===== src/rtl/batcharger_ctrl_fsm.sv =====
// Battery charger control FSM: trickle -> constant current -> constant voltage -> done,
// with debounced transitions, CV timeout, temperature fault and recharge; outputs are registered.
module batcharger_ctrl_fsm #(
  parameter int ADC_W    = 10,
  parameter int DEB      = 3,
  parameter int TMR_W    = 16,
  parameter int TMAX_CV  = 50000,
  parameter int VCUTOFF  = 600,
  parameter int VFLOAT   = 840,
  parameter int VRECH    = 800,
  parameter int TEMP_LO  = 100,
  parameter int TEMP_HI  = 900,
  parameter int ICC_STEP = 8
) (
  input  logic             clk,
  input  logic             rst,
  input  logic             en,
  input  logic [3:0]       sel,
  input  logic             sample_valid,
  input  logic [ADC_W-1:0] vbat_code,
  input  logic [ADC_W-1:0] ibat_code,
  input  logic [ADC_W-1:0] vtemp_code,
  output logic [2:0]       state_o,
  output logic             tc,
  output logic             cc,
  output logic             cv,
  output logic             done,
  output logic             fault,
  output logic [ADC_W-1:0] iset_code,
  output logic [ADC_W-1:0] vset_code
);

  typedef enum logic [2:0] {
    S_IDLE  = 3'd0,
    S_TC    = 3'd1,
    S_CC    = 3'd2,
    S_CV    = 3'd3,
    S_DONE  = 3'd4,
    S_FAULT = 3'd5
  } state_t;

  localparam int IW = ADC_W + 5;
  localparam logic [IW-1:0] IMAX = {{5{1'b0}}, {ADC_W{1'b1}}};

  state_t           state, state_nx;
  logic [3:0]       deb_cnt, deb_nx;
  logic [TMR_W-1:0] cv_tmr, tmr_nx;

  logic [IW-1:0]    icc_w, itc_w, iend_w;
  logic [ADC_W-1:0] icc, itc, iend;
  logic [ADC_W-1:0] iset_nx, vset_nx;
  logic             temp_bad, exit_cond, hot;
  state_t           exit_tgt;

  // Setpoints derived from capacity, computed wide then clamped to the code range
  always_comb begin
    icc_w  = (IW'(sel) + IW'(1)) * IW'(ICC_STEP);
    itc_w  = icc_w >> 3;
    iend_w = icc_w >> 4;
    icc    = (icc_w  > IMAX) ? IMAX[ADC_W-1:0] : icc_w[ADC_W-1:0];
    itc    = (itc_w  > IMAX) ? IMAX[ADC_W-1:0] : itc_w[ADC_W-1:0];
    iend   = (iend_w > IMAX) ? IMAX[ADC_W-1:0] : iend_w[ADC_W-1:0];
  end

  always_comb begin
    temp_bad  = (vtemp_code < ADC_W'(TEMP_LO)) || (vtemp_code > ADC_W'(TEMP_HI));
    hot       = (state == S_TC) || (state == S_CC) || (state == S_CV);
    exit_cond = 1'b0;
    exit_tgt  = state;
    case (state)
      S_TC:    begin exit_cond = (vbat_code >= ADC_W'(VCUTOFF)); exit_tgt = S_CC;   end
      S_CC:    begin exit_cond = (vbat_code >= ADC_W'(VFLOAT));  exit_tgt = S_CV;   end
      S_CV:    begin exit_cond = (ibat_code <= iend);            exit_tgt = S_DONE; end
      S_DONE:  begin exit_cond = (vbat_code <  ADC_W'(VRECH));   exit_tgt = S_CC;   end
      S_FAULT: begin exit_cond = !temp_bad;                      exit_tgt = S_IDLE; end
      default: begin exit_cond = 1'b0;                           exit_tgt = state;  end
    endcase
  end

  always_comb begin
    state_nx = state;
    deb_nx   = deb_cnt;
    if (!en) begin
      state_nx = S_IDLE;
    end else if (state == S_IDLE) begin
      state_nx = S_TC;
    end else if (hot && sample_valid && temp_bad) begin
      state_nx = S_FAULT;
    end else if ((state == S_CV) && (cv_tmr == TMR_W'(TMAX_CV - 1))) begin
      state_nx = S_DONE;
    end else if (sample_valid) begin
      if (exit_cond) begin
        if (deb_cnt == 4'(DEB - 1)) state_nx = exit_tgt;
        else                        deb_nx   = deb_cnt + 4'd1;
      end else begin
        deb_nx = 4'd0;
      end
    end
    if (state_nx != state) deb_nx = 4'd0;

    // Timer counts only while staying in CV, so entering CV always starts it at zero
    tmr_nx = '0;
    if ((state == S_CV) && (state_nx == S_CV))
      tmr_nx = (cv_tmr == {TMR_W{1'b1}}) ? cv_tmr : cv_tmr + 1'b1;

    iset_nx = '0;
    vset_nx = '0;
    case (state_nx)
      S_TC:       iset_nx = itc;
      S_CC, S_CV: begin iset_nx = icc; vset_nx = ADC_W'(VFLOAT); end
      default:    ;
    endcase
  end

  always_ff @(posedge clk) begin
    if (rst) begin
      state     <= S_IDLE;
      deb_cnt   <= 4'd0;
      cv_tmr    <= '0;
      state_o   <= 3'd0;
      tc        <= 1'b0;
      cc        <= 1'b0;
      cv        <= 1'b0;
      done      <= 1'b0;
      fault     <= 1'b0;
      iset_code <= '0;
      vset_code <= '0;
    end else begin
      state     <= state_nx;
      deb_cnt   <= deb_nx;
      cv_tmr    <= tmr_nx;
      state_o   <= state_nx;
      tc        <= (state_nx == S_TC);
      cc        <= (state_nx == S_CC);
      cv        <= (state_nx == S_CV);
      done      <= (state_nx == S_DONE);
      fault     <= (state_nx == S_FAULT);
      iset_code <= iset_nx;
      vset_code <= vset_nx;
    end
  end

endmodule


===== config.mk =====
export PLATFORM = sky130hd
export DESIGN_NAME = batcharger_ctrl_fsm
export DESIGN_NICKNAME = d
export VERILOG_FILES = /design/src/rtl/batcharger_ctrl_fsm.sv
export SDC_FILE = /design/constraint.sdc
export NUM_CORES = 1
export LEC_CHECK = 0
export ABC_AREA = 1
export CAP_MARGIN = 15
export CORE_ASPECT_RATIO = 2
export CORE_MARGIN = 2
export CORE_UTILIZATION = 33
export CTS_BUF_LIST = sky130_fd_sc_hd__clkbuf_4 sky130_fd_sc_hd__clkbuf_8 sky130_fd_sc_hd__clkbuf_16
export CTS_CLUSTER_SIZE = 10
export DETAILED_ROUTE_END_ITERATION = 16
export GPL_TIMING_DRIVEN = 0
export PLACE_DENSITY = 0.57
export SLEW_MARGIN = 20
export SYNTH_ARGS = -nofsm -noshare
export SYNTH_HDL_FRONTEND = slang
export SYNTH_SLANG_ARGS = --single-unit

===== constraint.sdc =====
create_clock -name clk -period 6.27 [get_ports clk]
set_clock_uncertainty 0.15 [all_clocks]
set_input_delay 0.9405 -clock clk [delete_from_list [all_inputs] [get_ports clk]]
set_output_delay 0.9405 -clock clk [all_outputs]
set_load 0.005 [all_outputs]

== Word level (Yosys, flattened, before mapping) ==
Index checks and enable logic that the tools add are counted.
W data, S select, Z words.
Storage, ports and cells
  bits in registers: 48
  input bits: 38
  logic and storage cells: 71
Cells by class
  $add $sub $neg: 3
  magnitude comparators: 9
  equal/unequal tests: 15
  multiplexer cells: 16
  bitwise operators: 4
  reductions and logical operators: 14
Operators by type and width (number)
  $mux W10: 4
  $eq A16 B16 Y1 const B: 2
  $mux W3: 7
  $ge A10 B10 Y1 const B: 2
  $pmux W10 S2: 1
  $add A16 B1 Y16 const B: 1
  $eq A3 B2 Y1 const B: 4
  $eq A3 B3 Y1 const B: 4
  $pmux W3 S4: 1
  $gt A10 B10 Y1 const B: 1
  $gt A4 B10 Y1 const B: 1
  $gt A5 B10 Y1 const B: 1
  $gt A8 B10 Y1 const B: 1
  $le A10 B10 Y1: 1
  $lt A10 B10 Y1 const B: 1
  $lt A10 B7 Y1 const B: 1
  $mux W4: 2
  $reduce_or A2 Y1: 4
  $eq A3 B1 Y1 const B: 2
  $reduce_and A6 Y1: 1
  $add A4 B1 Y5 const B: 1
  $pmux W1 S5: 1
  $add A4 B1 Y4 const B: 1
  $eq A4 B2 Y1 const B: 1
  7 further kinds: 15

== Longest topological paths before layout ==
  depth after elaboration: 15
  mapped depth: 21
  mapped depth without buffers: 21

== Worst setup path before layout ==
OpenSTA, ideal clock, no wires.
  path kind: input-to-reg
  from: input sel[0]
  to: register cv_tmr[10]
  arrival: 2.809 ns
  required time: 5.999 ns
  slack: 3.191 ns
  stages on the path: 19
  cells stage by stage: ha_1 -> nand3_1 -> ha_1 -> nand2_1 -> nor2_1 -> nand2_1 -> nand2_1 -> nand2_1 -> a21oi_4 -> nand2_4 -> nand3_4 -> nand2_1 -> nand3_2 -> nand2_2 -> nand2_1 -> inv_2 -> nand3_4 -> buf_12 -> nor2_4
On the way
  cells in the longest elaborated chain, start to end: 15
Ends and longest elaborated chain
  start, declared: RTL line 18  | input logic [3:0] sel,
  $add A4 B1 Y5 *: RTL line 57  | icc_w = (IW'(sel) + IW'(1)) * IW'(ICC_STEP);
  $gt A4 B10 Y1: RTL line 62  | iend = (iend_w > IMAX) ? IMAX[ADC_W-1:0] : iend_w[ADC_W-1:0];
  $mux W10 *: RTL line 62
  $le A10 B10 Y1 *: RTL line 73  | S_CV: begin exit_cond = (ibat_code <= iend); exit_tgt = S_DONE; end
  $pmux W1 S5 *: RTL line 70  | case (state)
  $mux W3 *: RTL line 92  | if (exit_cond) begin
  $mux W3 *: RTL line 91  | end else if (sample_valid) begin
  $mux W3 *: RTL line 89  | end else if ((state == S_CV) && (cv_tmr == TMR_W'(TMAX_CV - 1))) begin
  $mux W3 *: RTL line 87  | end else if (hot && sample_valid && temp_bad) begin
  $mux W3 *: RTL line 85  | end else if (state == S_IDLE) begin
  $mux W3 *: RTL line 83  | if (!en) begin
  $eq A3 B2 Y1 *: RTL line 103  | if ((state == S_CV) && (state_nx == S_CV))
  $logic_and A1 B1 Y1 *: RTL line 103
  $not A1 Y1 (no source line) *
  $reduce_or A2 Y1 (no source line) *
  end signal, assigned: RTL line 131  | cv_tmr <= tmr_nx;
  end, declared: RTL line 47  | logic [TMR_W-1:0] cv_tmr, tmr_nx;
Mark *: on every way between the ends. The rest lies on a longest branch, timed or not.
A chain may end at the register's enable or synchronous reset.

== Worst setup path in the final report ==
  from: input sel[0]
  to: register cv_tmr[12]
The elaborated chain is that of the path after synthesis.

==> flow_summary.rst <==
.. list-table::
   :header-rows: 1

   * - Metric
     - Value
   * - Syn. warnings
     - 0
   * - Via total after detailed routing
     - 2199
   * - Total clock buffers created by CTS
     - 5
   * - Number of H-tree levels
     - 2
   * - Proportion of power drawn by combinational gates
     - 11.6%
   * - Count of input and output buffers
     - 54
   * - Total Die Area
     - 7990 um^2
   * - Routed length per placed instance
     - 10.5 um
   * - Final TNS setup
     - 0 ns
   * - # resized after CTS
     - 0
   * - Status
     - complete, no violations
   * - Crit. End Element
     - register
   * - Largest cells by area after synthesis
     - dfxtp_1 (31%), nand2_1 (9.3%), inv_1 (8.0%)
   * - Path type of the worst min-delay path
     - register to register
   * - GRT Residual Overflow
     - 0
   * - FF+latch count, synth
     - 37
   * - Starting utilization of the core area
     - 33.4%
   * - Setup repair bufs after CTS
     - 0
   * - Dpl hpwl
     - 4360 um
   * - Fmax
     - 273 MHz
   * - Number of unique standard cell types used by synthesis
     - 37
   * - Internal power summed over all cells
     - 463 uW
   * - Crit-path slowest cell
     - clkdlybuf4s50_1
   * - Share of flip-flops with an asynchronous set or reset after synthesis
     - 0%
   * - Total inserted antenna cells
     - 0
   * - Switching portion of total power
     - 21.2%
   * - Global-route wire length before repair
     - 8910 um
   * - Type of element launching the critical path
     - primary input
   * - Critical path peak fanout
     - 10
   * - Standard-cell row count
     - 44
   * - Worst Path Required
     - 6.28 ns
   * - Ranking of synthesized cells by instance count
     - nand2_1 (59), inv_1 (51), nor2_1 (46)
   * - DRC marker count from the first detailed-route iteration
     - 74
   * - Standard cell core area
     - 7160 um^2
   * - Die X
     - 64.2 um
   * - Library cell occupying the most area in the post-synthesis netlist
     - dfxtp_1
   * - Overall global routing resource usage
     - 13.7%
   * - Period utilization
     - 58.4%
   * - Worst path max stage delay
     - 0.52 ns
   * - Sequential share of power
     - 40.6%
   * - Fraction of layout instances using a drive strength above 1
     - 14.2%
   * - Vias in the first global route
     - 2179
   * - DRT Pass-1 Iters
     - 4
   * - Root buffer selected by CTS
     - clkbuf_16
   * - Most Frequent Cell on Critical Path
     - nand2_1
   * - Via-per-instance ratio
     - 4.45
   * - Buf/Inv on CP
     - 3
   * - Post-placement cell area
     - 3070 um^2
   * - Die Span Y
     - 124 um
   * - Antenna violations before repair
     - 0
   * - Min cycle time layout
     - 3.66 ns
   * - # hold bufs at CTS
     - 0
   * - Number of endpoints with negative hold slack in the final report
     - 0
   * - Top-count cell post-synth
     - nand2_1
   * - Number of nets in the final layout
     - 448
   * - Total of max-cap violations
     - 0
   * - Top Ports
     - 66
   * - CTS sink cnt
     - 37
   * - Setup repair after global routing missed its margin
     - false
   * - RePlAce Congestion
     - 0.856
   * - Routed wire length
     - 5200 um
   * - Clock tree from TritonCTS
     - built
   * - Sequential share of the synthesized area
     - 31.0%
   * - Clock transition at the registers of the reported paths
     - 0.06 ns
   * - Pwr per Cell Area
     - 181 nW/um^2
   * - Number of slew-limit violations in the final report
     - 0
   * - Worst setup path category
     - primary input to register
   * - Area share of the largest cell type after synthesis
     - 31.0%
   * - Cell-by-cell listing of the critical path
     - clkdlybuf4s50_1 > ha_1 > nand3_1 > ha_1 > nand2_1 > nor2_1 > nand2_1 > nand2_1 > nand2_1 > a21oi_4 > nand2_4 > nand3_4 > nand2_1 > nand3_2 > nand2_2 > nand2_1 > inv_2 > nand3_4 > buf_12 > nor2_4
   * - Largest delay share family, worst path
     - simple AND/OR/NAND/NOR gates
   * - Peak VDD IR
     - 0.139 mV
   * - Drt drc
     - 0
   * - Overall power of the completed layout
     - 587 uW
   * - Static leakage power
     - 0.00138 uW
   * - Mapped Cells
     - 333
   * - Max Root-Sink Buffers
     - 2
   * - Avg Inst Size Synth
     - 7.18 um^2
   * - Post-synthesis to final-layout area growth
     - 35.7%
   * - Antenna Violating Nets Remaining
     - 0
   * - Clock insertion delay at the later pin of the skew report
     - 0.27 ns
   * - Arrival time worst endpoint
     - 3.67 ns
   * - Total of endpoints with negative setup slack in the final report
     - 0
   * - Core occupancy in the finished layout
     - 45.3%
   * - Post-synthesis instance area
     - 2390 um^2
   * - Post-route design area
     - 3250 um^2
   * - Prevailing post-synth register cell
     - dfxtp_1
   * - Largest net degree at the start of global routing
     - 14
   * - Switching power total
     - 125 uW
   * - EDFF count, synth
     - 0
   * - Proportion of power drawn by the clock network
     - 47.8%
-- worst paths after layout --
path	slack [ns]	depth (start not counted)	startpoint	endpoint
setup reg to reg	3.76	12	cv_tmr[0]$_SDFFE_PP0P_	cv_tmr[12]$_SDFFE_PP0P_
hold reg to reg	0.42	2	cv_tmr[3]$_SDFFE_PP0P_	cv_tmr[3]$_SDFFE_PP0P_
setup / recovery	2.61	20	sel[0]	cv_tmr[12]$_SDFFE_PP0P_
hold / removal	0.42	2	cv_tmr[3]$_SDFFE_PP0P_	cv_tmr[3]$_SDFFE_PP0P_
-- metal layers --
layer / track usage [%] / up-vias / routed length, um
met5: 0 / - / 0
met4: 3.00 / 0 / 52
met3: 6.05 / 6 / 429
met2: 24.9 / 44 / 2650
met1: 14.0 / 981 / 2070
li1: - / 1168 / -
-- registers in the layout, summed over array words and instances, names as in the netlist --
name,count
state,3
done,1
deb_cnt,4
cv_tmr,16
cv,1
cc,1
tc,1
vset_code,1
iset_code,8
fault,1
-- cells in the final DEF, fill, tap and decap left out, types with 2 or more instances in the layout --
| cell | instances |
|---|---|
| ha_1 | 9 |
| xnor2_1 | 2 |
| buf_4 | 11 |
| o22ai_1 | 2 |
| nand3_4 | 3 |
| o21ai_0 | 11 |
| clkbuf_16 | 5 |
| nor3_1 | 11 |
| nand2_1 | 59 |
| conb_1 | 8 |
| inv_2 | 6 |
| nor2_2 | 2 |
| clkdlybuf4s50_1 | 54 |
| nand3_1 | 27 |
| nand4_1 | 6 |
| inv_1 | 51 |
| nand3_2 | 2 |
| a21oi_1 | 2 |
| xor2_1 | 12 |
| nand2_2 | 7 |
| nor2_1 | 46 |
| nor2_4 | 10 |
| dfxtp_1 | 37 |
-- kinds of logic after synthesis --
family,count (synthesis),share of synthesized area (%)
buffers and inverters,69,13.2
and+or+nand+nor,182,40.2
DFF,37,31.0
xor gates and xnor gates,14,5.13
adders and majority gates,9,4.71
muxes,1,0.418
other,1,0.157
AOI/OAI and AO/OA,20,5.18
-- tightest hold or removal path, delay by kind of cell (launching register included) --
family,cells,cell delay [ns]
flops,1,0.37
simple gates,1,0.09
xor+xnor,1,0.08
-- final cells by class --
class,count,area (um^2)
plain buffers,12,103
clock buffers,5,125
clock inverters,3,46.3
fillers,742,3910
inverters,57,214
multi-input cells,234,1360
flip-flops and latches,37,741
well taps,92,115
repair buffers,54,541
-- power by group through the flow --
stage               combinational, uW  sequential [uW]  clock (uW)
CTS                              69.0              239         287
floorplan                        34.0              244           0
detailed placement               68.7              244           0
global placement                 67.5              244           0
global route                     76.0              239         296
finish                           68.2              239         281
-- per-stage QoR --
| step | instances | worst slack [ns] | hold WS [ns] |
|---|---|---|---|
| detailed placement | 486 | 2.31 | 0.408 |
| floorplan | 340 | 3.19 | 0.358 |
| finish | 494 | 2.61 | 0.418 |
| global route | 494 | 2.41 | 0.462 |
| CTS | 494 | 2.58 | 0.424 |
| global placement | 486 | 2.36 | 0.387 |
Note: power is estimated with default switching activity, not from simulation.
